File: config.mk
export PLATFORM = sky130hd
export DESIGN_NAME = multicycle_control_unit
export DESIGN_NICKNAME = d
export VERILOG_FILES = /design/src/rtl/multicycle_control_unit.sv
export SDC_FILE = /design/constraint.sdc
export NUM_CORES = 1
export LEC_CHECK = 0
export CELL_PAD_IN_SITES_DETAIL_PLACEMENT = 0
export CELL_PAD_IN_SITES_GLOBAL_PLACEMENT = 1
export CORE_UTILIZATION = 33
export CTS_BUF_LIST = sky130_fd_sc_hd__clkbuf_16
export DETAILED_ROUTE_END_ITERATION = 16
export GPL_TIMING_DRIVEN = 0
export PLACE_DENSITY_LB_ADDON = 0.05
export SLEW_MARGIN = 30
export SYNTH_ARGS = -nofsm -noshare
export SYNTH_HDL_FRONTEND = slang
export SYNTH_SLANG_ARGS = --single-unit
File: constraint.sdc
create_clock -name clk -period 3.7 [get_ports clk]
set_input_delay 1.11 -clock clk [delete_from_list [all_inputs] [get_ports clk]]
set_output_delay 1.11 -clock clk [all_outputs]
set_load 0.02 [all_outputs]
File: src/rtl/multicycle_control_unit.sv
// multicycle_control_unit: multicycle main control FSM sequencing fetch/decode/exec/mem/wb with a retired-instruction counter
module multicycle_control_unit #(
  parameter int CNT_W = 16
) (
  input  logic             clk,
  input  logic             reset,
  input  logic [3:0]       opcode,
  input  logic             mem_ready,
  input  logic             zero,
  output logic [2:0]       state,
  output logic [1:0]       alu_op,
  output logic             alu_src,
  output logic             reg_dst,
  output logic             mem_to_reg,
  output logic             reg_write,
  output logic             mem_read,
  output logic             mem_write,
  output logic             ir_write,
  output logic             pc_write,
  output logic             jump,
  output logic             instr_done,
  output logic             illegal,
  output logic [CNT_W-1:0] instr_count
);
  typedef enum logic [2:0] {
    FETCH  = 3'd0,
    DECODE = 3'd1,
    EXEC   = 3'd2,
    MEM    = 3'd3,
    WB     = 3'd4
  } state_t;
  state_t           state_q, state_d;
  logic [3:0]       op_q, op_d;
  logic [CNT_W-1:0] cnt_q, cnt_d;
  logic             is_lw, is_sw, is_r, is_beq, is_bne, is_jmp, is_mem, dec_illegal;
  assign is_lw       = op_q == 4'd0;
  assign is_sw       = op_q == 4'd1;
  assign is_r        = op_q >= 4'd2 && op_q <= 4'd9;
  assign is_beq      = op_q == 4'd11;
  assign is_bne      = op_q == 4'd12;
  assign is_jmp      = op_q == 4'd13;
  assign is_mem      = is_lw || is_sw;
  assign dec_illegal = opcode == 4'd10 || opcode >= 4'd14;
  assign state       = state_q;
  assign instr_count = cnt_q;
  // next state, opcode capture and strobe decode; reset masks every strobe
  always_comb begin
    state_d    = FETCH;
    op_d       = op_q;
    alu_op     = 2'b00;
    alu_src    = 1'b0;
    reg_dst    = 1'b0;
    mem_to_reg = 1'b0;
    reg_write  = 1'b0;
    mem_read   = 1'b0;
    mem_write  = 1'b0;
    ir_write   = 1'b0;
    pc_write   = 1'b0;
    jump       = 1'b0;
    instr_done = 1'b0;
    illegal    = 1'b0;
    case (state_q)
      FETCH: begin
        mem_read = 1'b1;
        ir_write = mem_ready;
        pc_write = mem_ready;
        state_d  = mem_ready ? DECODE : FETCH;
      end
      DECODE: begin
        op_d    = opcode;
        illegal = dec_illegal;
        state_d = dec_illegal ? FETCH : EXEC;
      end
      EXEC: begin
        alu_op     = is_mem ? 2'b10 : (is_beq || is_bne) ? 2'b01 : 2'b00;
        alu_src    = is_mem;
        pc_write   = (is_beq && zero) || (is_bne && !zero) || is_jmp;
        jump       = is_jmp;
        instr_done = is_beq || is_bne || is_jmp;
        state_d    = is_r ? WB : is_mem ? MEM : FETCH;
      end
      MEM: begin
        alu_op     = 2'b10;
        alu_src    = 1'b1;
        mem_read   = is_lw;
        mem_write  = is_sw;
        instr_done = is_sw && mem_ready;
        state_d    = (is_mem && !mem_ready) ? MEM : is_lw ? WB : FETCH;
      end
      WB: begin
        reg_write  = 1'b1;
        mem_to_reg = is_lw;
        reg_dst    = is_r;
        instr_done = 1'b1;
      end
      default: state_d = FETCH;
    endcase
    if (reset) begin
      alu_op     = 2'b00;
      alu_src    = 1'b0;
      reg_dst    = 1'b0;
      mem_to_reg = 1'b0;
      reg_write  = 1'b0;
      mem_read   = 1'b0;
      mem_write  = 1'b0;
      ir_write   = 1'b0;
      pc_write   = 1'b0;
      jump       = 1'b0;
      instr_done = 1'b0;
      illegal    = 1'b0;
    end
    cnt_d = cnt_q + CNT_W'(instr_done);
  end
  // state, latched opcode and retired counter registers
  always_ff @(posedge clk) begin
    if (reset) begin
      state_q <= FETCH;
      op_q    <= 4'd0;
      cnt_q   <= '0;
    end else begin
      state_q <= state_d;
      op_q    <= op_d;
      cnt_q   <= cnt_d;
    end
  end
endmodule

==> tab_implementation.tex <==
\begin{tabular}{lr}
\hline
Metric & Value \\
\hline
\multicolumn{2}{l}{\textbf{Run status}} \\
\quad Result of the run & finished clean \\
\multicolumn{2}{l}{\textbf{Placed design}} \\
\quad Estimated wirelength of the detail-placed design & 2370 µm \\
\quad Pre-CTS WS & -0.551 ns \\
\quad Final Wtd Congestion & 0.824 \\
\quad Port bufs & 39 \\
\multicolumn{2}{l}{\textbf{Yosys}} \\
\quad Syn Nets & 164 \\
\quad Synth Area in Simple Gates & between 30\% and 40\% \\
\quad Seq/Total Area, Yosys & between 30\% and 40\% \\
\quad Mux share of post-synthesis cell area & about 7.4\% \\
\quad Top cells by count, synth & dfxtp\_1 (23), nor2\_1 (18), a21oi\_1 (12), nor2b\_1 (11), nand2\_1 (10) \\
\quad Flip-flop and latch count after synthesis & 23 \\
\quad Count of flip-flops with a built-in enable after synthesis & 0 \\
\quad Cell with the most instances after synthesis & dfxtp\_1 \\
\quad Synth unique cells & a little over 40 \\
\quad Synth Area in Compound Gates & 13.2\% \\
\quad Yosys warns & 0 \\
\quad Primary flip-flop cell chosen by synthesis mapping & dfxtp\_1 \\
\quad Library cell occupying the most area in the post-synthesis netlist & dfxtp\_1 \\
\quad Number of standard cells after synthesis & 154 \\
\quad Area fraction of the dominant cell type after synthesis & 36.0\% \\
\quad Proportion of synthesized flip-flops having asynchronous set or reset & 0\% \\
\quad Synth Area in Adders & 1.96\% \\
\quad Synthesized area divided by synthesized cell count & about 8.3 µm² \\
\quad Top post-synthesis cells by area & dfxtp\_1 (36\%), nor2b\_1 (5.4\%), nor2\_1 (5.3\%), a21oi\_1 (4.7\%), mux2i\_1 (3.9\%) \\
\quad Netlist area before placement & 1280 µm² \\
\quad Synthesized-area fraction occupied by xor and xnor cells & 2.05\% \\
\quad Largest family of logic cells by synthesized area & simple AND/OR/NAND/NOR gates \\
\multicolumn{2}{l}{\textbf{Route}} \\
\quad DRC errors left & 0 \\
\quad Number of vias in the routed layout & approximately 1,300 \\
\quad Post-DRT Antenna Nets & 0 \\
\quad Detailed-route wire length & 3090 µm \\
\quad Detailed Route Iter0 Violations & 35 \\
\quad Routed wire per std cell & 12.6 µm \\
\quad Total iterations of the first detailed-routing run & 4 \\
\quad Via density & about 5.1 \\
\multicolumn{2}{l}{\textbf{STA}} \\
\quad Max-Slew Margin vs Limit & between 60\% and 70\% \\
\quad Clock period minus worst slack & 3.47 ns \\
\quad Worst Hold Slack & around 0.52 ns \\
\quad Accumulated negative setup slack & 0 ns \\
\quad Final Hold Vio Count & 0 \\
\quad Final number of max-transition violations & 0 \\
\quad Maximum clock frequency & 288 MHz \\
\quad Clock skew after layout & between 0.002 and 0.0025 ns \\
\quad Total of endpoints with negative setup slack in the final report & 0 \\
\quad Crit path setup slack, layout & 0.228 ns \\
\quad Share of the clock period used by the worst path after layout & 93.8\% \\
\quad Transition time at the pin with the least slew margin & 0.525 ns \\
\quad Unrepaired setup endpoints after global routing & no \\
\multicolumn{2}{l}{\textbf{Die}} \\
\quad Floorplan die height & approximately 64 µm \\
\quad Total number of placement rows & 22 \\
\quad Effective utilization at floorplan & between 30\% and 40\% \\
\quad Die boundary width & 64.3 µm \\
\quad Die Area & between 4000 and 5000 µm² \\
\quad I/O pin count & 40 \\
\quad Placeable Area & 3690 µm² \\
\multicolumn{2}{l}{\textbf{Power and ir drop}} \\
\quad Worst ir drop on vdd & 0.303 mV \\
\quad Leakage dissipation & 0.730 nW \\
\quad Power Density & 319 nW/µm² \\
\multicolumn{2}{l}{\textbf{Worst setup path}} \\
\quad Worst Path Class, Setup & primary input to primary output \\
\quad Required time of the worst setup path & 2.59 ns \\
\quad CP Launch Type & primary input \\
\quad Critical Path Source & reset \\
\quad Endpoint class of the critical path & primary output \\
\quad Top fanout value on the critical path & 3 \\
\quad Reg-to-reg critical path startpoint & op\_q[3] \\
\quad CP Data Arrival Time & about 2.4 ns \\
\multicolumn{2}{l}{\textbf{CTS}} \\
\quad Insertion delay of the later-clocked pin in the worst-skew pair & 0.25 ns \\
\quad Number of levels in the clock H-tree & 1 \\
\quad Number of CTS-inserted buffers & 3 \\
\quad \# hold bufs at CTS & 0 \\
\quad Root buffer cell & clkbuf\_16 \\
\quad Sinks on Clock Net & 23 \\
\quad Number of buffers on the longest clock path & 2 \\
\quad Clock transition time at the flip-flop clock pins of the worst setup and hold paths & 0.06 ns \\
\quad Post-CTS setup buffers & 0 \\
\quad TritonCTS clock tree & done \\
\multicolumn{2}{l}{\textbf{Global routing}} \\
\quad Overall overflow remaining after global route & 0 \\
\quad Number of global-route vias before repair & 1,247 \\
\quad Wire length of the first global-routing pass & 5490 µm \\
\quad Maximum number of pins on one net before global-route repair & 14 \\
\quad Initial antenna violation count & 0 \\
\quad Total GRT Usage & 16.8\% \\
\multicolumn{2}{l}{\textbf{Finish}} \\
\quad Area growth from synthesis to final layout & 42.8\% \\
\quad Fraction of layout cells with a size suffix above 1 & 12.7\% \\
\quad Count of antenna diodes in the layout & 0 \\
\quad Count of nets after finishing & 208 \\
\multicolumn{2}{l}{\textbf{Min path}} \\
\quad Source of the worst hold timing path & instr\_count[6] \\
\quad Class of the worst hold path & register to register \\
\multicolumn{2}{l}{\textbf{Job}} \\
\quad Max Cap Viol & 0 \\
\hline
\end{tabular}
## cell families (layout without fill, tap and decap cells)
group                    after synthesis  in the layout
AND/OR/NAND/NOR                       74             74
AO/OA/AOI/OAI                         28             28
flip-flops                            23             23
buffers and inverters                 15             58
multiplexers                           9              9
XOR/XNOR                               3              3
adder cells (fa/ha/maj)                2              2
## cell type report
cell class | count | area, µm²
inverter | 6 | 22.5
timing repair buffer | 39 | 382
clock buffer | 3 | 75.1
buffer | 9 | 53.8
fill | 396 | 1860
sequential | 23 | 460
tap | 48 | 60.1
multi-input combinational | 116 | 769
clock inverter | 1 | 5.00
## critical path: stages
cell,delay (ns)
dlymetal6s2s_1,0.17
nor4b_4,0.28
nand2_1,0.08
nor2_1,0.10
clkdlybuf4s50_1,0.61
## what timing repair did
item,CTS,global route
endpoints found under the setup margin,15,14
endpoints found under the hold margin,0,0
gates cloned,0,0
pin swaps,0,1
resized for setup,26,7
## registers in the layout (all words and copies together) (netlist names)
name,flops
op_q,4
state,3
instr_count,16
## where the power goes
part	total, mW	internal [mW]	switching [mW]	leakage (nW)
clock network	0.235	0.145	0.0896	0.0409
logic	0.0884	0.0384	0.0500	0.503
registers	0.259	0.253	0.00604	0.186
## cells in the final DEF (no fill, tap or decap), types with 2 or more instances in the layout
cell type / Yosys / final
o21ai_0: 4 / 4
ha_1: 2 / 2
clkbuf_1: 3 / 2
nor2_1: 18 / 17
nand2_1: 10 / 10
a21oi_1: 12 / 12
dlymetal6s2s_1: 0 / 2
dlygate4sd2_1: 0 / 7
clkbuf_16: 0 / 3
nand4_2: 2 / 2
xor2_1: 2 / 2
buf_4: 1 / 3
mux2i_1: 5 / 5
inv_1: 6 / 6
or4_1: 4 / 4
dfxtp_1: 23 / 23
nand4_1: 2 / 2
nor4_2: 3 / 3
clkdlybuf4s15_2: 0 / 2
nor2b_1: 11 / 11
buf_2: 4 / 5
clkdlybuf4s50_1: 0 / 26
nand3_1: 8 / 8
mux2_1: 3 / 3
nor3_1: 3 / 3
o31ai_1: 5 / 5
or3_1: 4 / 4
## stage by stage
step | utilization (%) | cell area [µm²] | power (mW) | cells
after global routing | 49.6 | 1830 | 0.605 | 245
after floorplan | - | 1280 | 0.318 | 154
final | 49.6 | 1830 | 0.582 | 245
after CTS | 49.3 | 1820 | 0.588 | 245
after global placement | 46.9 | 1730 | 0.352 | 241
after detailed placement | 46.9 | 1730 | 0.353 | 241
## path summary, 6_finish.rpt
path | end | slack [ns] | cells past startpoint
hold / removal | instr_count[6] | 0.52 | 2
setup reg to reg | instr_count[14] | 0.93 | 8
setup / recovery | mem_to_reg | 0.23 | 5
hold reg to reg | instr_count[6] | 0.52 | 2
## layer usage
| layer | GRT usage, % | vias up | routed length (µm) |
|---|---|---|---|
| li1 | - | 641 | - |
| met1 | 21.2 | 589 | 1560 |
| met2 | 28.6 | 22 | 1400 |
| met3 | 4.46 | 2 | 103 |
| met5 | 0 | - | 0 |
| met4 | 3.61 | 0 | 22 |
Note: power is estimated with default switching activity, not from simulation.
